$ cat config.mk
export PLATFORM = sky130hd
export DESIGN_NAME = sopc_data_bus
export DESIGN_NICKNAME = d
export VERILOG_FILES = /design/src/rtl/sopc_data_bus.sv
export SDC_FILE = /design/constraint.sdc
export NUM_CORES = 1
export LEC_CHECK = 0
export ABC_AREA = 1
export CORE_MARGIN = 4
export CORE_UTILIZATION = 40
export DETAILED_ROUTE_END_ITERATION = 10
export GPL_ROUTABILITY_DRIVEN = 0
export PLACE_DENSITY = 0.82
export SETUP_SLACK_MARGIN = 0.1
export SLEW_MARGIN = 15
export SYNTH_ARGS = -nofsm -noshare
export SYNTH_HDL_FRONTEND = slang
export SYNTH_SLANG_ARGS = --single-unit
$ cat constraint.sdc
create_clock -name clk -period 3.4 [get_ports clk]
set_input_delay 0.68 -clock clk [delete_from_list [all_inputs] [get_ports clk]]
set_output_delay 0.68 -clock clk [all_outputs]
set_load 0.005 [all_outputs]
$ cat src/rtl/sopc_data_bus.sv
// rtl/sopc_data_bus.sv - data-side bus controller: region decode, ack/wait-state handshake, decode-error and timeout reporting
module sopc_data_bus #(
    parameter int ADDR_W       = 32,
    parameter int DATA_W       = 32,
    parameter int N_SLV        = 4,
    parameter int REGION_SHIFT = 28,
    parameter int TIMEOUT      = 15
) (
    input  logic                      clk,
    input  logic                      rst_n,
    input  logic                      cpu_req,
    input  logic                      cpu_we,
    input  logic [DATA_W/8-1:0]       cpu_sel,
    input  logic [ADDR_W-1:0]         cpu_addr,
    input  logic [DATA_W-1:0]         cpu_wdata,
    output logic [DATA_W-1:0]         cpu_rdata,
    output logic                      cpu_stall,
    output logic                      cpu_err,
    output logic [N_SLV-1:0]          slv_req,
    output logic                      slv_we,
    output logic [DATA_W/8-1:0]       slv_sel,
    output logic [ADDR_W-1:0]         slv_addr,
    output logic [DATA_W-1:0]         slv_wdata,
    input  logic [N_SLV-1:0]          slv_ack,
    input  logic [N_SLV*DATA_W-1:0]   slv_rdata
);
    localparam int SEL_W = DATA_W / 8;
    localparam logic [7:0] TIMEOUT_CNT = 8'(TIMEOUT);

    typedef enum logic [1:0] {IDLE, BUSY, RESP} state_t;

    state_t              state_q, state_d;
    logic [N_SLV-1:0]    slv_req_q, slv_req_d;
    logic                slv_we_q, slv_we_d;
    logic [SEL_W-1:0]    slv_sel_q, slv_sel_d;
    logic [ADDR_W-1:0]   slv_addr_q, slv_addr_d;
    logic [DATA_W-1:0]   slv_wdata_q, slv_wdata_d;
    logic [DATA_W-1:0]   cpu_rdata_q, cpu_rdata_d;
    logic                cpu_err_q, cpu_err_d;
    logic [7:0]          cnt_q, cnt_d;

    logic [31:0]         rgn_idx;
    logic [N_SLV-1:0]    req_onehot;
    logic [DATA_W-1:0]   ack_rdata;
    logic                ack_hit;

    // Full index field is kept so out-of-range upper bits decode as errors.
    assign rgn_idx = 32'(cpu_addr[ADDR_W-1:REGION_SHIFT]);
    assign ack_hit = |(slv_ack & slv_req_q);

    always_comb begin
        req_onehot = '0;
        ack_rdata  = '0;
        for (int i = 0; i < N_SLV; i++) begin
            req_onehot[i] = (rgn_idx == unsigned'(i));
            if (slv_req_q[i]) begin
                ack_rdata = ack_rdata | slv_rdata[i*DATA_W +: DATA_W];
            end
        end
    end

    always_comb begin
        state_d     = state_q;
        slv_req_d   = slv_req_q;
        slv_we_d    = slv_we_q;
        slv_sel_d   = slv_sel_q;
        slv_addr_d  = slv_addr_q;
        slv_wdata_d = slv_wdata_q;
        cpu_rdata_d = cpu_rdata_q;
        cpu_err_d   = 1'b0;
        cnt_d       = cnt_q;
        case (state_q)
            IDLE: begin
                if (cpu_req) begin
                    slv_we_d    = cpu_we;
                    slv_sel_d   = cpu_sel;
                    slv_addr_d  = cpu_addr;
                    slv_wdata_d = cpu_wdata;
                    cnt_d       = '0;
                    if (rgn_idx < unsigned'(N_SLV)) begin
                        slv_req_d = req_onehot;
                        state_d   = BUSY;
                    end else begin
                        cpu_err_d   = 1'b1;
                        cpu_rdata_d = '0;
                        state_d     = RESP;
                    end
                end
            end
            BUSY: begin
                cnt_d = cnt_q + 8'd1;
                // Ack takes priority over a timeout expiring in the same cycle.
                if (ack_hit) begin
                    cpu_rdata_d = slv_we_q ? '0 : ack_rdata;
                    slv_req_d   = '0;
                    state_d     = RESP;
                end else if (cnt_q + 8'd1 == TIMEOUT_CNT) begin
                    cpu_err_d   = 1'b1;
                    cpu_rdata_d = '0;
                    slv_req_d   = '0;
                    state_d     = RESP;
                end
            end
            RESP: begin
                state_d = IDLE;
            end
            default: begin
                slv_req_d = '0;
                state_d   = IDLE;
            end
        endcase
    end

    always_ff @(posedge clk or negedge rst_n) begin
        if (!rst_n) begin
            state_q     <= IDLE;
            slv_req_q   <= '0;
            slv_we_q    <= 1'b0;
            slv_sel_q   <= '0;
            slv_addr_q  <= '0;
            slv_wdata_q <= '0;
            cpu_rdata_q <= '0;
            cpu_err_q   <= 1'b0;
            cnt_q       <= '0;
        end else begin
            state_q     <= state_d;
            slv_req_q   <= slv_req_d;
            slv_we_q    <= slv_we_d;
            slv_sel_q   <= slv_sel_d;
            slv_addr_q  <= slv_addr_d;
            slv_wdata_q <= slv_wdata_d;
            cpu_rdata_q <= cpu_rdata_d;
            cpu_err_q   <= cpu_err_d;
            cnt_q       <= cnt_d;
        end
    end

    assign cpu_stall = cpu_req & rst_n & (state_q != RESP);
    assign cpu_rdata = cpu_rdata_q;
    assign cpu_err   = cpu_err_q;
    assign slv_req   = slv_req_q;
    assign slv_we    = slv_we_q;
    assign slv_sel   = slv_sel_q;
    assign slv_addr  = slv_addr_q;
    assign slv_wdata = slv_wdata_q;

endmodule

Yosys cells after proc, flatten, opt, wreduce, memory -nomap -nowiden
Cells that the tools add are included.

operators by class
  add/sub/neg operators = 1
  order comparisons = 1
  equal/unequal tests = 11
  mux-type cells = 27
  bitwise logic cells = 7
  reduce and logical (&&, ||, !) cells = 9

operators by type and width
  operator                                                                       number
  32-bit 2-to-1 mux                                                              9
  32-bit OR                                                                      3
  32-bit case mux with 2 select lines                                            1
  32-bit logical NOT                                                             1
  4-bit 2-to-1 mux                                                               4
  8-bit case mux with 2 select lines                                             1
  4-bit case mux with 3 select lines                                             1
  8-bit by 1-bit adder with 8-bit output (second input constant)                 1
  4-bit by 2-bit == test with 1-bit output (second input constant)               2
  8-bit by 4-bit == test with 1-bit output (second input constant)               1
  2-bit 2-to-1 mux                                                               4
  8-bit 2-to-1 mux                                                               1
  2-bit != test (second input constant)                                          4
  4-bit AND reduction                                                            2
  2-bit AND reduction                                                            3
  4-bit AND                                                                      1
  4-bit by 1-bit == test with 1-bit output (second input constant)               1
  4-bit by 3-bit less-than comparator with 1-bit output (second input constant)  1
  1-bit 2-to-1 mux                                                               4
  2-bit case mux with 2 select lines                                             1
  4-bit OR reduction                                                             1
  3-bit != test (second input constant)                                          1
  1-bit AND                                                                      2
  2-bit by 1-bit == test with 1-bit output (second input constant)               1
  other kinds (5)                                                                5

storage, ports and cells
  bits in registers = 116
  bits of input ports = 204
  output and inout bits = 107

Longest topological paths before layout
  word-level depth = 10
  depth in mapped cells = 13
  mapped depth without buffers = 12

Worst setup path before layout
Ideal clock, no wire load.

  path type = register to register
  start point = register cnt_q[0]
  end point = register cpu_rdata_q[26], in the netlist cpu_rdata[26]
  data arrival time = 1574 ps
  data required time = 3285 ps
  slack = 1712 ps
  cell stages (with the launch flop) = 13
  period minus slack after synthesis = 1688 ps
  path through = dfrtp_1 -> ha_1 -> nand2_1 -> nand2_1 -> nor2_1 -> nand2_1 -> nor2_1 -> nand3_2 -> nand2_2 -> nand3_4 -> buf_6 -> nand2_2 -> nand2_2

between the ends
  cells in the longest elaborated chain, start to end = 4

RTL lines
  item                                      RTL line  RTL
  from (decl)                               40        logic [7:0] cnt_q, cnt_d;
  from (signal assigned)                    134       cnt_q <= cnt_d;
  8-bit by 1-bit adder with 8-bit output    97        end else if (cnt_q + 8'd1 == TIMEOUT_CNT) begin
  8-bit by 4-bit == test with 1-bit output  97
  3-bit != test (no source line)            --
  4-bit AND reduction (no source line)      --
  to (signal assigned)                      132       cpu_rdata_q <= cpu_rdata_d;
  to (decl)                                 38        logic [DATA_W-1:0] cpu_rdata_q, cpu_rdata_d;

Every way passes these cells.
A chain may end at the register's enable or synchronous reset.

Worst setup path after layout
  start point = input cpu_req
  end point = output cpu_stall

between the ends
  cells in the longest elaborated chain, start to end = 2

RTL lines
  item                    RTL line  RTL
  from (decl)             11        input logic cpu_req,
  1-bit AND (2 in a row)  138       assign cpu_stall = cpu_req & rst_n & (state_q != RESP);
  to (decl)               17        output logic cpu_stall,

Every way passes these cells.

==> impl_metrics.py <==
metrics = {
    "final_layout": {
        "fillerInstances": 1095,
        "syn_to_final_growth_pct": 70.4,
        "final-seq-area_um2": 2900,
        "multiInputGateArea_um2": 2300,
        "layout_commonest_cell": "nand2_1",
        "final_nets": 1227,
        "final_cell_mix": "443 x nand2_1, 309 x clkdlybuf4s50_1, 116 x dfrtp_1",
        "final_cell_area_um2": 9280,
        "drive_gt1_share_pct": 6.48,
    },
    "worst_setup_path": {
        "path_buf_inv": 2,
        "worstSetupPathType": "primary input to output pin",
        "critPathMaxFanout": 2,
        "path_cells": "clkdlybuf4s50_1 -> nand2_1 -> a21oi_1 -> clkdlybuf4s50_1",
        "cp.required_ns": 2.72,
        "worst-path-stages": 4,
        "critical_path.top_delay_family": "buffers and inverters",
        "startpoint_type": "primary input",
        "crit_arrival_ns": 1.85,
        "cpMaxStageDelayCell": "clkdlybuf4s50_1",
        "r2r_cells": 11,
        "cp-end-kind": "output pin",
        "path_common_cell": "clkdlybuf4s50_1",
        "slowest_delay_ns": 0.52,
    },
    "detailed_routing": {
        "num_vias": 5777,
        "antenna_left": 0,
        "drc_errors": 0,
        "via_per_inst": 4.77,
        "drtPass1Iterations": 4,
        "wl_per_cell_um": 16.1,
        "routed_wl_um": 19500,
        "drtIter0Drc": 341,
    },
    "synth": {
        "netlist_instances": 719,
        "synth_fp_nets": 925,
        "synth-edff-count": 0,
        "synthArstFlopShare_pct": 100,
        "netlist_area_um2": 5450,
        "yosysWarningCount": 0,
        "yosysSeqAreaShare_pct": 53.3,
        "yosysUniqueCellTypes": 23,
        "synth_flop_cell": "dfrtp_1",
        "avgSynthCellArea_um2": 7.58,
        "synth-seq-cells": 116,
    },
    "timing": {
        "fin_skew_ns": 0.00770,
        "hold_viol": 0,
        "finalMaxSlewViolations": 0,
        "setup-violations-final": 0,
        "rsz0062_at_grt": "false",
        "fmax_mhz": 396,
        "slew_headroom_pct": 32.6,
        "fin_crit_ns": 2.53,
        "tightest_slew_ns": 1.01,
        "min_period_over_period_pct": 74.4,
        "fin_setup_tns_ns": 0,
    },
    "floorplanning": {
        "dieArea_um2": 15500,
        "die_h_um": 125,
        "die_w_um": 125,
        "design.core.area_um2": 13300,
        "start_util_pct": 41.0,
        "rows": 42,
        "ios": 311,
    },
    "clock_network": {
        "cts_tree": "done",
        "clock_sinks": 116,
        "hold_buffers": 0,
        "cts.clk_slew.worst_paths_ns": 0.05,
        "clockRootBuffer": "clkbuf_16",
        "clock_latency_ns": 0.41,
        "cts_setup_buffers": 0,
        "cts_resized": 0,
        "htree_levels": 4,
        "clk_path_buf_depth": 2,
        "numCtsBuffers": 17,
    },
    "run_status": {
        "status": "finished clean",
    },
    "placed_design": {
        "placed_area_um2": 8680,
        "port_buffers": 310,
        "dp.final_hpwl_um": 14400,
    },
    "power_and_ir_drop": {
        "ir_drop_v": 0.000437,
        "p_per_area_nw_per_um2": 676,
        "power_frac_comb_pct": 37.9,
        "clkPwrFrac_pct": 28.4,
        "internal_power_w": 0.00419,
        "leakage_nw": 4.35,
        "p_sw_share_pct": 33.3,
        "pwr-share-seq_pct": 33.8,
        "p_switching_w": 0.00209,
    },
    "global_route": {
        "grt_max_degree": 78,
        "gr-usage-met2_pct": 40.9,
        "antenna_found_initial": 1,
        "grt_pass1_vias": 5798,
        "grt-ovfl-total": 0,
        "grt_util_met3_pct": 9.78,
        "busiest_layer": "met2",
        "grt_pass1_wl_um": 30800,
        "grt_util_met1_pct": 29.6,
        "track_usage_pct": 25.0,
    },
    "run": {
        "maxCapViolations": 0,
    },
    "worst_hold_path": {
        "hold_path_class": "primary input to asynchronous set/reset pin",
    },
}
-- cells in the mapped netlist (2+ instances only) --
cell type / number / area, um2
o21ai_0: 9 / 45.0
nand2_2: 16 / 100
dfrtp_1: 116 / 2900
a22o_1: 2 / 17.5
o22ai_1: 4 / 25.0
buf_6: 3 / 33.8
nand4_1: 37 / 231
nor3_1: 4 / 20.0
inv_1: 22 / 82.6
clkbuf_1: 24 / 90.1
nand3_1: 6 / 30.0
nand2_1: 443 / 1660
nor3_2: 2 / 20.0
ha_1: 2 / 25.0
nor2_2: 4 / 25.0
nor2_1: 10 / 37.5
buf_2: 9 / 45.0
-- power groups by stage --
| stage | Combinational (W) | Sequential (W) | Clock, W |
|---|---|---|---|
| 6_report | 0.00238 | 0.00212 | 0.00178 |
| 2_1_floorplan | 0.000994 | 0.00210 | 0 |
| 3_5_place_dp | 0.00240 | 0.00212 | 0 |
| 3_3_place_gp | 0.00237 | 0.00212 | 0 |
| 4_1_cts | 0.00241 | 0.00212 | 0.00181 |
| 5_1_grt | 0.00262 | 0.00218 | 0.00187 |
-- state kept, by name, summed over array words and instances (netlist names) --
| register | count |
|---|---|
| state_q | 2 |
| cpu_err | 1 |
| slv_we | 1 |
| cnt_q | 8 |
| slv_addr | 32 |
| cpu_rdata | 32 |
| slv_req | 4 |
| slv_sel | 4 |
| slv_wdata | 32 |
-- stage by stage --
step / instances / hold WS (ns) / setup WS (ns) / total power (W) / utilization, %
after floorplan: 719 / 0.384 / 1.71 / 0.00310 / -
after global placement: 1178 / 0.452 / 0.868 / 0.00449 / 65.3
after detailed placement: 1178 / 0.458 / 0.860 / 0.00452 / 65.3
after CTS: 1210 / 0.374 / 0.868 / 0.00635 / 69.8
after global routing: 1211 / 0.398 / 0.788 / 0.00668 / 69.8
final: 1211 / 0.362 / 0.872 / 0.00628 / 69.8
-- final timing paths --
kind	slack, ns	start	to
worst max register to register	1.24	cnt_q[0]	cpu_rdata[31]
worst min register to register	0.47	slv_wdata[8]	slv_wdata[8]
max in group asynchronous	2.24	rst_n	slv_wdata[13]
min in group clk	0.47	slv_wdata[8]	slv_wdata[8]
worst max-delay path	0.87	cpu_req	cpu_stall
worst min-delay path	0.36	rst_n	cpu_rdata[31]
-- final cells by class --
| class | count | share of cell area, % |
|---|---|---|
| timing repair buffer | 319 | 34.1 |
| sequential | 116 | 31.3 |
| multi-input combinational | 544 | 24.8 |
| clock buffer | 21 | 5.07 |
| tap | 176 | 2.37 |
| clock inverter | 11 | 1.36 |
| inverter | 23 | 0.930 |
| antenna | 1 | 0.0270 |
-- cell families (layout without fill, tap and decap cells) --
group / count (synthesis) / in the layout / synth area share, %
AOI/OAI and AO/OA: 17 / 17 / 1.84
buffers and inverters: 59 / 374 / 4.69
and+or+nand+nor: 524 / 524 / 39.6
DFF: 116 / 116 / 53.3
other: 0 / 1 / 0
adders and majority gates: 2 / 2 / 0.459
xor gates and xnor gates: 1 / 1 / 0.161
-- layer usage --
layer	vias to the layer above	part of all wire (%)
met5	-	0
met1	2647	39
met3	34	9.9
met2	250	49
li1	2846	-
met4	0	2.7
(Power assumes the default switching activity.)
